==> src/rtl/l1i_miss_refill_unit.sv <==
// ============================================================================
// l1i_miss_refill_unit : single-outstanding L1I miss refill from L2 beats
// Rev 1.0
// ============================================================================
`default_nettype none

module l1i_miss_refill_unit #(
  parameter int fetchingAddressWidth = 64,
  parameter int cacheLineWith        = 512,
  parameter int offsetWidth          = 6,
  parameter int beatWidth            = 128,
  parameter int PidSize              = 20,
  parameter int TidSize              = 16
) (
  input  logic                            clock_i,
  input  logic                            reset_i,
  input  logic                            cacheMiss_i,
  input  logic [fetchingAddressWidth-1:0] missedAddress_i,
  input  logic [PidSize-1:0]              missedPid_i,
  input  logic [TidSize-1:0]              missedTid_i,
  output logic                            busy_o,
  output logic                            l2ReqValid_o,
  output logic [fetchingAddressWidth-1:0] l2ReqAddress_o,
  input  logic                            l2ReqReady_i,
  input  logic                            l2RespValid_i,
  input  logic [beatWidth-1:0]            l2RespData_i,
  output logic                            cacheUpdate_o,
  output logic [fetchingAddressWidth-1:0] cacheUpdateAddress_o,
  output logic [cacheLineWith-1:0]        cacheUpdateLine_o,
  output logic [PidSize-1:0]              cacheUpdatePid_o,
  output logic [TidSize-1:0]              cacheUpdateTid_o
);

  localparam int BEATS      = cacheLineWith / beatWidth;
  localparam int BEAT_CNT_W = (BEATS > 1) ? $clog2(BEATS) : 1;
  localparam logic [BEAT_CNT_W-1:0] LAST_BEAT = BEAT_CNT_W'(BEATS - 1);

  typedef enum logic [1:0] {
    S_IDLE   = 2'd0,
    S_REQ    = 2'd1,
    S_FILL   = 2'd2,
    S_UPDATE = 2'd3
  } state_e;

  state_e                            state_q, state_d;
  logic [BEAT_CNT_W-1:0]             beat_q;
  logic [fetchingAddressWidth-1:0]   addr_q;
  logic [PidSize-1:0]                pid_q;
  logic [TidSize-1:0]                tid_q;
  logic [cacheLineWith-1:0]          line_q;
  logic [fetchingAddressWidth-1:0]   upd_addr_q;
  logic [PidSize-1:0]                upd_pid_q;
  logic [TidSize-1:0]                upd_tid_q;

  logic w_capture;
  logic w_beat_we;
  logic w_last_beat;

  always_comb begin
    state_d     = state_q;
    w_capture   = 1'b0;
    w_beat_we   = 1'b0;
    w_last_beat = 1'b0;
    case (state_q)
      S_IDLE: begin
        if (cacheMiss_i) begin
          w_capture = 1'b1;
          state_d   = S_REQ;
        end
      end
      S_REQ: begin
        if (l2ReqReady_i) state_d = S_FILL;
      end
      S_FILL: begin
        if (l2RespValid_i) begin
          w_beat_we = 1'b1;
          if (beat_q == LAST_BEAT) begin
            w_last_beat = 1'b1;
            state_d     = S_UPDATE;
          end
        end
      end
      S_UPDATE: state_d = S_IDLE;
      default:  state_d = S_IDLE;
    endcase
  end

  always_ff @(posedge clock_i or negedge reset_i) begin
    if (!reset_i) begin
      state_q <= S_IDLE;
    end else begin
      state_q <= state_d;
    end
  end

  always_ff @(posedge clock_i or negedge reset_i) begin
    if (!reset_i) begin
      beat_q     <= '0;
      addr_q     <= '0;
      pid_q      <= '0;
      tid_q      <= '0;
      line_q     <= '0;
      upd_addr_q <= '0;
      upd_pid_q  <= '0;
      upd_tid_q  <= '0;
    end else begin
      if (w_capture) begin
        addr_q <= {missedAddress_i[fetchingAddressWidth-1:offsetWidth], {offsetWidth{1'b0}}};
        pid_q  <= missedPid_i;
        tid_q  <= missedTid_i;
      end
      // Beat 0 lands at the most-significant end of the line.
      if (w_beat_we) begin
        beat_q <= w_last_beat ? '0 : beat_q + 1'b1;
        for (int b = 0; b < BEATS; b++) begin
          if (beat_q == BEAT_CNT_W'(b)) begin
            line_q[cacheLineWith-1-b*beatWidth -: beatWidth] <= l2RespData_i;
          end
        end
      end
      // Update-side tags are latched separately so they stay stable across later misses.
      if (w_last_beat) begin
        upd_addr_q <= addr_q;
        upd_pid_q  <= pid_q;
        upd_tid_q  <= tid_q;
      end
    end
  end

  assign busy_o               = (state_q != S_IDLE);
  assign l2ReqValid_o         = (state_q == S_REQ);
  assign l2ReqAddress_o       = addr_q;
  assign cacheUpdate_o        = (state_q == S_UPDATE);
  assign cacheUpdateAddress_o = upd_addr_q;
  assign cacheUpdateLine_o    = line_q;
  assign cacheUpdatePid_o     = upd_pid_q;
  assign cacheUpdateTid_o     = upd_tid_q;

endmodule

`default_nettype wire

==> config.mk <==
export PLATFORM = sky130hd
export DESIGN_NAME = l1i_miss_refill_unit
export DESIGN_NICKNAME = d
export VERILOG_FILES = /design/src/rtl/l1i_miss_refill_unit.sv
export SDC_FILE = /design/constraint.sdc
export NUM_CORES = 1
export LEC_CHECK = 0
export BUFFER_PORTS_ARGS = -buffer_cell sky130_fd_sc_hd__buf_4
export CORE_AREA = 3 3 353 355
export DETAILED_ROUTE_END_ITERATION = 8
export DIE_AREA = 0 0 356 358
export SETUP_SLACK_MARGIN = 0.1
export SYNTH_ARGS = -nofsm -noshare
export SYNTH_HDL_FRONTEND = slang
export SYNTH_SLANG_ARGS = --single-unit
==> constraint.sdc <==
create_clock -name clock_i -period 3.2 [get_ports clock_i]
set_clock_uncertainty 0.1 [all_clocks]
set_input_delay 0.16 -clock clock_i [delete_from_list [all_inputs] [get_ports clock_i]]
set_output_delay 0.16 -clock clock_i [all_outputs]
set_load 0.05 [all_outputs]
==> summary.txt, run 1 <==
critical path class -> flip-flop to flip-flop
Overall Global Routing Usage -> 0.139
synth warn -> 0
Crit. End Element -> flip-flop
antenna violations before repair -> 13
WP data required -> 3.61 ns
clk sinks -> 704
Cell Area, Synth -> 28,100 um^2
Clock Latency Late Sink -> 0.64 ns
CTS max path bufs -> 3
Synth-to-Final Area Change -> 50.0%
DRT antenna net count -> 0
synth unique cells -> 20
WL final -> 92,300 um
synthesized area per cell -> 18.4 um^2
worst setup path end -> cacheUpdateLine_o[120]
total number of vias -> 17,500
# IOs -> 912
worst-margin pin slew -> 0.700 ns
first-pass GRT wire length -> 133,000 um
CTS tree -> built
worst r2r src -> state_q[0]
Rel. slew slack -> 0.533
CTS Buf Count -> 80
Max Cap Viol -> 0
grt ovf -> 0
fmax -> 408 MHz
Die X -> 356 um
max-slew violations -> 0
Clock transition at path regs -> 0.06 ns
RSZ-0062 raised after global routing -> no
final setup fails -> 0
Via density -> 3.96
core area -> 122,000 um^2
cells on worst reg2reg path -> 7
critical path fanouts, max -> 23
Top FF cell, synth -> dfrtp_1
DRT Pass-1 Iters -> 4
reg-to-reg slack, setup -> 0.75 ns
EDFF count, synth -> 0
die area -> 127,000 um^2
Worst Setup Start Kind -> flip-flop
FF-to-FF End -> cacheUpdateLine_o[120]
Port Buffers -> 893
layout cells sized above 1 -> 0.640
htree depth -> 3
final net count -> 2,975
Die H -> 358 um
Final Hold Vio Count -> 0
drt wl/cell -> 20.9 um
vias in the first global route -> 18,800
post-synthesis sequential area ratio -> 0.627
status -> complete, no violations
Synth Register Bits -> 704
row count -> 128
Worst EP arrival -> 2.86 ns
DRC violations left -> 0
largest net degree at the start of global routing -> 98
Initial Util -> 0.231
GP Congestion -> 0.780
Syn Inst Count -> 1,528
Final Critical Period -> 2.45 ns
FFs w/ async S/R, synth -> 1.00
Initial DRC Count -> 880
sum of negative setup slack -> 0 ns
crit path launch -> state_q[0]
post-route clock period utilization -> 0.766
Hold WC Path Type -> primary input to async pin
Root Buffer -> clkbuf_16
DP HPWL -> 68,300 um
## final cells by class
cell class | instances | area (um^2)
Antenna cell | 5 | 12.5
Clock buffer | 111 | 2310
Clock inverter | 33 | 482
Fill cell | 11700 | 79600
Inverter | 5 | 18.8
Multi-Input combinational cell | 741 | 9750
Sequential cell | 704 | 17600
Tap cell | 1625 | 2030
Timing Repair Buffer | 1200 | 9930
## stage by stage
step | worst slack [ns] | instances | hold slack, ns | utilization | cell area [um^2]
after floorplan | 1.33 | 1539 | -0.236 | - | 28100
after detailed placement | 0.719 | 4034 | 0.110 | 0.303 | 36900
after global routing | 0.596 | 4422 | 0.0235 | 0.346 | 42100
final | 0.750 | 4424 | 0.0371 | 0.346 | 42200
after global placement | 0.750 | 4034 | 0.105 | 0.303 | 36900
after CTS | 0.694 | 4419 | 0.000302 | 0.346 | 42100
## registers in the layout, summed over array words and instances (netlist names)
register,flops
cacheUpdateLine_o,512
cacheUpdatePid_o,20
cacheUpdateAddress_o,58
tid_q,16
l2ReqAddress_o,58
pid_q,20
state_q,2
cacheUpdateTid_o,16
beat_q,2
## cell usage after synthesis (3+ instances only)
library cell / number / area [um^2]
dfrtp_1: 704 / 17600
mux2_4: 400 / 6010
mux2_2: 291 / 3280
buf_6: 56 / 631
buf_2: 20 / 100
buf_4: 13 / 97.6
ha_1: 10 / 125
mux2_1: 10 / 113
inv_1: 5 / 18.8
nand2_2: 4 / 25.0
nand2_1: 3 / 11.3
nand2b_1: 3 / 18.8
## worst max-delay path, stage by stage (launching register included)
cell	delay, ns
dfrtp_1	0.37
inv_1	0.11
ha_1	0.22
and2_1	0.15
buf_4	0.21
nand2_8	0.39
buf_4	0.38
mux2_2	0.37
## placed cells by master, fill, tap and decap left out
master           n
dlygate4sd3_1  241
buf_12          25
conb_1          12
nand2_4          1
nand2_1          2
inv_1            5
mux2i_1          1
clkbuf_1        12
inv_16           1
nand3_4          1
buf_8            1
clkinv_2        13
diode_2          5
mux2_4         400
clkinv_16        3
buf_4          933
mux2_2         291
nor2_1           1
o21ai_0          2
mux2_1          10
o2111a_1         1
clkbuf_16       80
and2_1           1
inv_6            5
nand2_8          4
clkinvlp_4       3
ha_1            10
a21oi_1          1
nand2b_1         3
clkbuf_8        19
dfrtp_1        704
bufinv_16        8
## routing by layer
metal  global-route usage  share of wire
met3               0.0528          0.086
met2                0.232           0.49
met1                0.167           0.40
met5                    0        0.00043
met4               0.0394          0.026
## logic make-up (layout without fill, tap and decap cells)
logic type / after synthesis / in the layout / synth area share
AOI/OAI and AO/OA: 4 / 4 / 0.000935
adders and majority gates: 10 / 10 / 0.00445
buffers and inverters: 94 / 1349 / 0.0302
DFF: 704 / 704 / 0.627
muxes: 702 / 702 / 0.335
other: 1 / 17 / 0.000133
and+or+nand+nor: 13 / 13 / 0.00249
## repair_timing
item / in CTS / in global routing
hold buffers: 241 / 0
setup buffers: 0 / 0
gates resized for setup: 0 / 0
endpoints found under the hold margin: 1006 / 0
setup endpoints to repair: 0 / 0
## worst min path at each step
| stage | end | depth (start not counted) | from |
|---|---|---|---|
| 2_1_floorplan | beat_q[0] | 0 | reset_i |
| 3_3_place_gp | cacheUpdateLine_o[114] | 1 | reset_i |
| 3_5_place_dp | cacheUpdateLine_o[114] | 1 | reset_i |
| 4_1_cts | cacheUpdateLine_o[114] | 2 | reset_i |
| 5_1_grt | cacheUpdateLine_o[114] | 2 | reset_i |
| 6_report | cacheUpdateLine_o[114] | 2 | reset_i |
Power of run 1 is left out: the tool's default activity adds up to more than one toggle a clock period on the data nets, which glitch-free logic cannot reach.
==> run 2: changes to the inputs <==
--- a/config.mk
+++ b/config.mk
@@ -6,9 +6,9 @@
 export NUM_CORES = 1
 export LEC_CHECK = 0
 export BUFFER_PORTS_ARGS = -buffer_cell sky130_fd_sc_hd__buf_4
-export CORE_AREA = 3 3 353 355
+export CORE_AREA = 3 3 349 351
 export DETAILED_ROUTE_END_ITERATION = 8
-export DIE_AREA = 0 0 356 358
+export DIE_AREA = 0 0 352 354
 export SETUP_SLACK_MARGIN = 0.1
 export SYNTH_ARGS = -nofsm -noshare
 export SYNTH_HDL_FRONTEND = slang
==> constraint.sdc (replaced) <==
create_clock -name clock_i -period 2.3 [get_ports clock_i]
set_clock_uncertainty 0.1 [all_clocks]
set_input_delay 0.115 -clock clock_i [delete_from_list [all_inputs] [get_ports clock_i]]
set_output_delay 0.115 -clock clock_i [all_outputs]
set_load 0.05 [all_outputs]
==> summary.txt, run 2 (synthesis gave the netlist of run 1 again) <==
crit path cell chain -> inv_1, ha_1, and2_1, buf_12, nand2_8, buf_16, clkbuf_16, mux2_4
die area -> 125,000 um^2
first-pass GRT wire length -> 141,000 um
crit path launch -> state_q[0]
Crit. End Element -> flip-flop
Overall Global Routing Usage -> 0.151
Initial Util -> 0.235
antenna violations before repair -> 14
total number of vias -> 17,800
fmax -> 467 MHz
worst setup path end -> cacheUpdateLine_o[331]
Initial DRC Count -> 766
commonest non-fill, non-tap cell in the layout -> buf_4
reg-to-reg slack, setup -> 0.16 ns
sum of negative setup slack -> 0 ns
FF-to-FF End -> cacheUpdateLine_o[331]
Synth-to-Final Area Change -> 52.6%
most frequent cells in the layout -> buf_4, dfrtp_1, mux2_4
WL final -> 97,600 um
layout cells sized above 1 -> 0.648
Final Critical Period -> 2.14 ns
Crit path max-delay family -> buffers and inverters
Largest register FFs -> 512
vias in the first global route -> 19,500
DRT Pass-1 Iters -> 4
worst stage delay on the critical path -> 0.38 ns
WP data required -> 2.71 ns
Hold WC Path Type -> primary input to flip-flop
Final Hold Vio Count -> 0
Max Cap Viol -> 0
DRC violations left -> 0
highest-delay cell along the critical path -> dfrtp_1
Die H -> 354 um
Via density -> 4.00
CTS tree -> built
core area -> 119,000 um^2
DP HPWL -> 71,800 um
htree depth -> 3
# IOs -> 912
critical path class -> flip-flop to flip-flop
cells on worst reg2reg path -> 8
drt wl/cell -> 21.9 um
Clock transition at path regs -> 0.06 ns
GP Congestion -> 0.788
Root Buffer -> clkbuf_16
Port Buffers -> 893
# fillers -> 11,400
CTS Buf Count -> 82
row count -> 127
Worst EP arrival -> 2.55 ns
final setup fails -> 0
Worst Setup Start Kind -> flip-flop
critical path depth -> 8
post-route clock period utilization -> 0.931
max-slew violations -> 0
final net count -> 3,013
RSZ-0062 raised after global routing -> yes
DRT antenna net count -> 0
CTS max path bufs -> 3
largest net degree at the start of global routing -> 75
WP buf/inv -> 4
clk sinks -> 704
status -> complete, no violations
Die X -> 352 um
critical path fanouts, max -> 21
worst r2r src -> state_q[0]
grt ovf -> 0
Clock Latency Late Sink -> 0.63 ns
-- run 2: cell types whose count changed in the layout (fill, tap and decap cells not counted), moves of 3 or more --
cell | before | now
inv_6 | 5 | 2
clkbuf_16 | 80 | 90
clkbuf_8 | 19 | 15
diode_2 | 5 | 8
buf_6 | 0 | 3
dlygate4sd3_1 | 241 | 230
clkbuf_1 | 12 | 16
buf_4 | 933 | 946
buf_12 | 25 | 38
clkinv_2 | 13 | 17
buf_16 | 0 | 10
-- run 2: area by class of cell --
type | instances | area [um^2] | area share
Multi-Input combinational cell | 741 | 9750 | 0.227
Clock inverter | 37 | 454 | 0.0106
Antenna cell | 8 | 20.0 | 0.000467
Timing Repair Buffer | 1236 | 10700 | 0.249
Clock buffer | 113 | 2320 | 0.0541
Tap cell | 1612 | 2020 | 0.0470
Inverter | 5 | 18.8 | 0.000438
Sequential cell | 704 | 17600 | 0.411
-- run 2: worst register-to-register path, delay by kind of cell (launching register included) --
family | cells | cell delay, ns
adder cells (fa/ha/maj) | 1 | 0.21
buffers and inverters | 4 | 0.77
flip-flops | 1 | 0.38
multiplexers | 1 | 0.30
AND/OR/NAND/NOR | 2 | 0.27
-- run 2: repair_timing --
| item | 4_1_cts | 5_1_grt |
|---|---|---|
| setup buffers | 0 | 3 |
| hold endpoints to repair | 1190 | 0 |
| resized for setup | 0 | 15 |
| endpoints found under the setup margin | 0 | 134 |
| hold buffers | 232 | 0 |
-- run 2: through the flow --
stage / setup WS [ns] / hold WS (ns) / instance area (um^2) / cells / util
after floorplan: 0.428 / -0.281 / 28100 / 1539 / -
after global placement: 0.156 / 0.0259 / 37500 / 4056 / 0.314
after detailed placement: 0.129 / 0.0284 / 37500 / 4056 / 0.314
after CTS: 0.121 / 0.0715 / 42600 / 4438 / 0.357
after global routing: 0.0675 / 0.104 / 42900 / 4454 / 0.359
final: 0.158 / 0.157 / 42900 / 4456 / 0.359
-- run 2: how the worst min path moves through the flow --
stage,from,end,slack (ns),cells after the start
after floorplan,reset_i,beat_q[0],-0.28,0
after global placement,reset_i,cacheUpdateLine_o[233],0.03,1
after detailed placement,reset_i,cacheUpdateLine_o[233],0.03,1
after CTS,missedAddress_i[25],l2ReqAddress_o[25],0.07,3
after global routing,missedTid_i[1],tid_q[1],0.10,3
final,missedAddress_i[27],l2ReqAddress_o[27],0.16,3
-- run 2: metal layers --
metal | wire [um] | vias up | track usage
li1 | - | 7889 | -
met1 | 40200 | 9160 | 0.185
met2 | 47400 | 667 | 0.251
met3 | 7950 | 121 | 0.0546
met4 | 2140 | 0 | 0.0405
met5 | 0 | - | 0
Power of run 2 is left out for the same reason.
